<file path="config.mk">
export PLATFORM = sky130hd
export DESIGN_NAME = dpram_fifo_ctrl
export DESIGN_NICKNAME = d
export VERILOG_FILES = /design/src/rtl/dpram_fifo_pkg.sv /design/src/rtl/dpram_fifo_outreg.sv /design/src/rtl/dpram_fifo_ctrl.sv
export SDC_FILE = /design/constraint.sdc
export NUM_CORES = 1
export LEC_CHECK = 0
export ABC_AREA = 1
export BUFFER_PORTS_ARGS = -buffer_cell sky130_fd_sc_hd__buf_2
export CORE_MARGIN = 5
export CORE_UTILIZATION = 56
export CTS_BUF_LIST = sky130_fd_sc_hd__clkbuf_4 sky130_fd_sc_hd__clkbuf_8
export CTS_CLUSTER_DIAMETER = 150
export CTS_CLUSTER_SIZE = 25
export DETAILED_ROUTE_END_ITERATION = 10
export GPL_ROUTABILITY_DRIVEN = 0
export PLACE_DENSITY = 0.92
export SLEW_MARGIN = 5
export SYNTH_ARGS = -nofsm -noshare
export SYNTH_HDL_FRONTEND = slang
export SYNTH_SLANG_ARGS = --single-unit
export TNS_END_PERCENT = 1
</file>
<file path="constraint.sdc">
create_clock -name clk -period 5 [get_ports clk]
set_clock_uncertainty 0.15 [all_clocks]
set_input_delay 1 -clock clk [delete_from_list [all_inputs] [get_ports clk]]
set_output_delay 1 -clock clk [all_outputs]
set_load 0.05 [all_outputs]
</file>
<file path="src/rtl/dpram_fifo_pkg.sv">
// Shared constants, types and pointer helper for the distributed-RAM FIFO controller.
// The optional occupancy port is enabled by defining DPRAM_FIFO_LEVEL_EN.
package dpram_fifo_pkg;

  localparam int AW    = 4;   // RAM address width (16-deep slices)
  localparam int DEPTH = 16;  // words held in the RAM bank
  localparam int CNT_W = 5;   // RAM occupancy counter width (0..16)
  localparam int LVL_W = 5;   // total occupancy width (0..17)

  typedef logic [AW-1:0]    ptr_t;
  typedef logic [CNT_W-1:0] cnt_t;

  // Pointers wrap naturally modulo DEPTH because DEPTH == 2**AW.
  function automatic ptr_t ptr_inc(input ptr_t p);
    return p + ptr_t'(1);
  endfunction

endpackage

</file>
<file path="src/rtl/dpram_fifo_outreg.sv">
// Registered output stage of the FIFO: captures the asynchronous RAM read port
// on a load and drops out_valid when the consumer drains it without a refill.
module dpram_fifo_outreg #(
  parameter int WIDTH = 4
) (
  input  logic             clk,
  input  logic             rst,
  input  logic             i_load,
  input  logic             i_out_ready,
  input  logic [WIDTH-1:0] i_ram_q,
  output logic             o_out_valid,
  output logic [WIDTH-1:0] o_out_data
);

  logic             r_valid;
  logic [WIDTH-1:0] r_data;

  // Load the head word from RAM, or drain the held word when it is taken without refill.
  always_ff @(posedge clk or posedge rst) begin
    if (rst) begin
      r_valid <= 1'b0;
      r_data  <= {WIDTH{1'b0}};
    end else if (i_load) begin
      r_valid <= 1'b1;
      r_data  <= i_ram_q;
    end else if (r_valid && i_out_ready) begin
      r_valid <= 1'b0;
    end else begin
      r_valid <= r_valid;
    end
  end

  assign o_out_valid = r_valid;
  assign o_out_data  = r_data;

endmodule

</file>
<file path="src/rtl/dpram_fifo_ctrl.sv">
// Valid/ready FIFO controller around an external 16-deep distributed dual-port RAM bank.
// Capacity is 17 words: 16 in RAM plus one in the registered output stage.
// Define DPRAM_FIFO_LEVEL_EN to expose the 'level' occupancy port (ram words + output word).
module dpram_fifo_ctrl
  import dpram_fifo_pkg::*;
#(
  parameter int WIDTH = 4
) (
  input  logic             clk,
  input  logic             rst,
  input  logic [WIDTH-1:0] in_data,
  input  logic             in_valid,
  output logic             in_ready,
  output logic [WIDTH-1:0] out_data,
  output logic             out_valid,
  input  logic             out_ready,
  output logic [WIDTH-1:0] ram_di,
  output logic [AW-1:0]    ram_wad,
  output logic             ram_wre,
  output logic [AW-1:0]    ram_rad,
  input  logic [WIDTH-1:0] ram_q
`ifdef DPRAM_FIFO_LEVEL_EN
  ,
  output logic [LVL_W-1:0] level
`endif
);

  ptr_t r_wptr;
  ptr_t r_rptr;
  cnt_t r_ram_cnt;

  logic w_full;
  logic w_ram_nonempty;
  logic w_push;
  logic w_load;
  logic w_out_valid;

  // in_ready depends only on registered state (and reset), never on out_ready.
  assign w_full         = (r_ram_cnt == cnt_t'(DEPTH));
  assign w_ram_nonempty = (r_ram_cnt != cnt_t'(0));
  assign in_ready       = ~rst & ~w_full;
  assign w_push         = in_valid & in_ready;

  // Refill the output stage whenever it is empty or being taken this cycle.
  // Because a load needs a stored word, rptr never points at the slot being written.
  assign w_load = w_ram_nonempty & (~w_out_valid | out_ready);

  // RAM write port is a straight pass-through; the RAM samples it on the clock edge.
  assign ram_wre = w_push;
  assign ram_wad = r_wptr;
  assign ram_di  = in_data;
  assign ram_rad = r_rptr;

  // Advance the write/read pointers and track how many words sit in the RAM.
  always_ff @(posedge clk or posedge rst) begin
    if (rst) begin
      r_wptr    <= ptr_t'(0);
      r_rptr    <= ptr_t'(0);
      r_ram_cnt <= cnt_t'(0);
    end else begin
      if (w_push) begin
        r_wptr <= ptr_inc(r_wptr);
      end else begin
        r_wptr <= r_wptr;
      end
      if (w_load) begin
        r_rptr <= ptr_inc(r_rptr);
      end else begin
        r_rptr <= r_rptr;
      end
      case ({w_push, w_load})
        2'b10:   r_ram_cnt <= r_ram_cnt + cnt_t'(1);
        2'b01:   r_ram_cnt <= r_ram_cnt - cnt_t'(1);
        default: r_ram_cnt <= r_ram_cnt;
      endcase
    end
  end

  dpram_fifo_outreg #(
    .WIDTH(WIDTH)
  ) u_outreg (
    .clk         (clk),
    .rst         (rst),
    .i_load      (w_load),
    .i_out_ready (out_ready),
    .i_ram_q     (ram_q),
    .o_out_valid (w_out_valid),
    .o_out_data  (out_data)
  );

  assign out_valid = w_out_valid;

`ifdef DPRAM_FIFO_LEVEL_EN
  // Total occupancy built only from registered state.
  assign level = LVL_W'(r_ram_cnt) + LVL_W'(w_out_valid);
`endif

endmodule
</file>
# Word-level counts from Yosys, hierarchy flattened
# Cells that the tools add are included.
dict set report totals {
  ff_bits 18
  wordCells 26
  inputBits 12
  out_inout_bits 19
}
dict set report classes {
  reduce_logical 4
  muxes 3
  n_eq_ne 3
  add_sub_neg 4
  bitwise 7
}
# cell count
set ops {}
lappend ops {{5-bit one-hot mux with 2 select lines} 1}
lappend ops {{4-bit by 1-bit adder with 4-bit output, second input constant} 2}
lappend ops {{5-bit by 1-bit adder with 5-bit output, second input constant} 1}
lappend ops {{5-bit == test, second input constant} 1}
lappend ops {{5-bit nonzero test} 1}
lappend ops {{5-bit by 1-bit subtractor with 5-bit output, second input constant} 1}
lappend ops {{2-bit nonzero test} 2}
lappend ops {{1-bit AND} 3}
lappend ops {{1-bit NOT} 3}
lappend ops {{2-bit by 1-bit == test with 1-bit output, second input constant} 1}
lappend ops {{2-bit == test, second input constant} 1}
lappend ops {{1-bit two-way mux} 2}
lappend ops {{1-bit logical AND} 1}
lappend ops {{1-bit bitwise OR} 1}

# Depth between registers and ports, before layout
dict set report depth {
  ltp_word 6
  ltp_mapped 12
  mapped_depth_nobuf 12
}

# Modules after synthesis
# From an unflattened synthesis, not the netlist that was laid out.
dict set report hier_totals {
  hier_cells 130
  area_unflattened_um2 1061.0
}
# mod area_per_inst_um2 n_inst cells_each
set modules_own_cells {}
lappend modules_own_cells {dpram_fifo_ctrl 872.1 1 108}
lappend modules_own_cells {dpram_fifo_outreg 188.9 1 22}

# Least setup slack after synthesis
# OpenSTA, ideal clock, no wires.
dict set report synth_timing {
  path_kind {input port to output port}
  start {input port rst}
  end {output port ram_wre}
  stages 3
  t_arrival_ps 2076
  slack_ps 1774
  n_path_buf 0
  cell_sequence {inv_1 nand3_2 inv_1}
}
dict set report synth_via {
  elab_chain_len 3
}
# element line_no
set synth_lines {}
lappend synth_lines {{start: declaration} dpram_fifo_ctrl.sv:10} ;# input logic rst,
lappend synth_lines {{1-bit NOT} dpram_fifo_ctrl.sv:41} ;# assign in_ready = ~rst & ~w_full;
lappend synth_lines {{1-bit AND} dpram_fifo_ctrl.sv:41}
lappend synth_lines {{1-bit AND} dpram_fifo_ctrl.sv:42} ;# assign w_push = in_valid & in_ready;
lappend synth_lines {{end: declaration} dpram_fifo_ctrl.sv:19} ;# output logic ram_wre,
# No other way between the ends.

# Final worst setup path
# Same ends and word-level chain as after synthesis.

==> impl_metrics.yaml <==
cts:
  post_cts_buffers: 0
  cts_tree: "done"
  cts_buffers: 3
  clk_pin_slew_ns: 0.10
  worstSkewPairLatency_ns: 0.30
  cts_hold_buf: 0
  cts_root_buffer: "clkbuf_4"
  cts.htree.levels: 1
  clockBufferDepth: 2
  cts.sinks: 18
  cts.repair.resized: 0
sta:
  hold-worst-slack_ns: 0.334
  worstMarginPinSlew_ns: 0.457
  fin_crit_sh: 0.671
  hold_violations: 0
  rsz0062_at_grt: "no"
  setup_viol: 0
  relSlewSlack: 0.695
  fin_crit_ns: 3.35
  slew_violations: 0
  tns_ns: 0
  fmax_mhz: 298
die:
  die_y_um: 52.6
  start_util: 0.589
  fp.coreArea_sq_mm: 0.00173
  die_width_um: 52.6
  fp-row-count: 15
  io_pins: 31
  dieArea_sq_mm: 0.00277
logic_synthesis:
  synth-edff-count: 0
  ys_types: 17
  synth_warnings: 0
  syn_inst: 127
  synthesis.area_sq_mm: 0.00102
  yosysTopAreaCell: "dfrtp_1"
  yosysMostFrequentCell: "nand2_1"
  synth_fp_nets: 146
  synth_area_leaders: "dfrtp_1 44%, nand2_1 20%, ha_1 7.4%"
  avgSynthCellArea_sq_um: 8.01
  synth_top_area_frac: 0.443
  synth_seq_cells: 18
  synth_flop_cell: "dfrtp_1"
  ys_seq_area_frac: 0.443
  synthTopCellsByCount: "55 x nand2_1, 18 x dfrtp_1, 14 x inv_1"
  async_reset_ff_frac: 1.00
finish:
  drive_above_1_share: 0.221
  fin_area_sq_mm: 0.00116
  fillers: 156
  area_growth_pct: 14.1
  final_nets: 169
  diodes: 0
critical_path:
  worst_setup_path_end_kind: "output pin"
  arrival_ns: 2.20
  path_class: "in -> out"
  cp_max_fo: 13
  cp.required_ns: 3.85
  start_kind: "primary input"
grt:
  overflow: 0
  grt_pass1_vias: 911
  grt_antenna_before_repair: 0
  grt_max_degree: 14
  grt_pass1_wl_um: 3650
  grt.total_usage: 0.173
min_path:
  hp-class: "reg -> reg"
routing:
  vias_per_cell: 5.02
  finalWirelength_um: 2100
  firstDrtPassIters: 4
  wl_per_cell_um: 12.1
  vias: 873
  drt_iter0_markers: 15
  antenna_left: 0
  remaining_drc_errors: 0
power:
  leakagePower_nw: 0.670
  ir_worst_vdd_uv: 401
  cellPowerDensity_mw_per_mm2: 758
job:
  maxCapViolCount: 0
status:
  status: "finished, final reports clean"
place:
  post_dp_cell_area_sq_mm: 0.00112
  hpwl_um: 1630
  io_buffers: 22
==> metrics by stage <==
stage | power, mW | setup slack [ns] | util | instances
global route | 0.946 | 1.48 | 0.672 | 174
global placement | 0.759 | 1.66 | 0.651 | 170
CTS | 0.882 | 1.61 | 0.672 | 174
detailed placement | 0.789 | 1.62 | 0.651 | 170
floorplan | 0.682 | 1.77 | - | 127
finish | 0.880 | 1.65 | 0.672 | 174
==> per-layer routing <==
metal  vias to the layer above  global-route usage  wire length, um
met4                         0              0.0468               10
li1                        433                   -                -
met5                         -                   0                0
met3                         2              0.0541              127
met1                       408               0.190              830
met2                        30               0.316             1130
==> logic make-up after synthesis <==
group / after synthesis / synth area share
AO/OA/AOI/OAI: 2 / 0.00983
XOR/XNOR: 4 / 0.0344
adder cells (fa/ha/maj): 7 / 0.0935
buffers and inverters: 19 / 0.0923
flip-flops: 18 / 0.443
AND/OR/NAND/NOR: 77 / 0.327
==> cell type report <==
type,count,area (sq um),share of cell area
clock buffer,4,36.3,0.0313
multi-input combinational,90,473,0.407
inverter,14,52.6,0.0453
sequential,18,450,0.388
timing repair buffer,23,118,0.101
tap,25,31.3,0.0269
==> cell usage in the layout (no fill, tap or decap) <==
master	count
nand4_1	5
fa_1	1
inv_1	14
dfrtp_1	18
clkbuf_4	3
clkbuf_8	1
nand3_1	7
nor2_1	4
buf_4	1
nand3_2	2
ha_1	6
nand2_1	55
nor2_2	1
o21ai_1	1
buf_2	22
nand2_2	1
or2_2	2
o21ai_0	1
xnor2_1	4
==> critical path, stage by stage <==
cell and delay, ns:
buf_2 0.09, inv_1 0.34, buf_4 0.29, nand3_2 0.16, inv_1 0.07, buf_2 0.25
==> final timing paths <==
check                                                      to  cells after the start  slack (ns)                               start
max reg2reg                          r_ram_cnt[3]$_DFFE_PP0P_                     11        2.35            r_ram_cnt[1]$_DFFE_PP0P_
min                        u_outreg.o_out_data[2]$_DFFE_PP0P_                      2        0.33  u_outreg.o_out_data[2]$_DFFE_PP0P_
min reg2reg                u_outreg.o_out_data[2]$_DFFE_PP0P_                      2        0.33  u_outreg.o_out_data[2]$_DFFE_PP0P_
max in group asynchronous              ram_wad[0]$_DFFE_PP0P_                      3        3.64                                 rst
max                                                   ram_wre                      6        1.65                                 rst
min in group asynchronous  u_outreg.o_out_data[0]$_DFFE_PP0P_                      2        0.54                                 rst
==> sequential cells by signal (all words and copies together) (netlist names) <==
| signal | cells |
|---|---|
| r_ram_cnt | 5 |
| ram_rad | 4 |
| ram_wad | 4 |
| u_outreg.o_out_data | 4 |
| u_outreg.o_out_valid | 1 |
==> power by group <==
group	switching, mW	internal, mW	total [mW]
Sequential	0.0687	0.211	0.279
Combinational	0.352	0.158	0.510
Clock	0.0460	0.0444	0.0904
Total	0.467	0.413	0.880
Note: power is estimated with default switching activity, not from simulation.
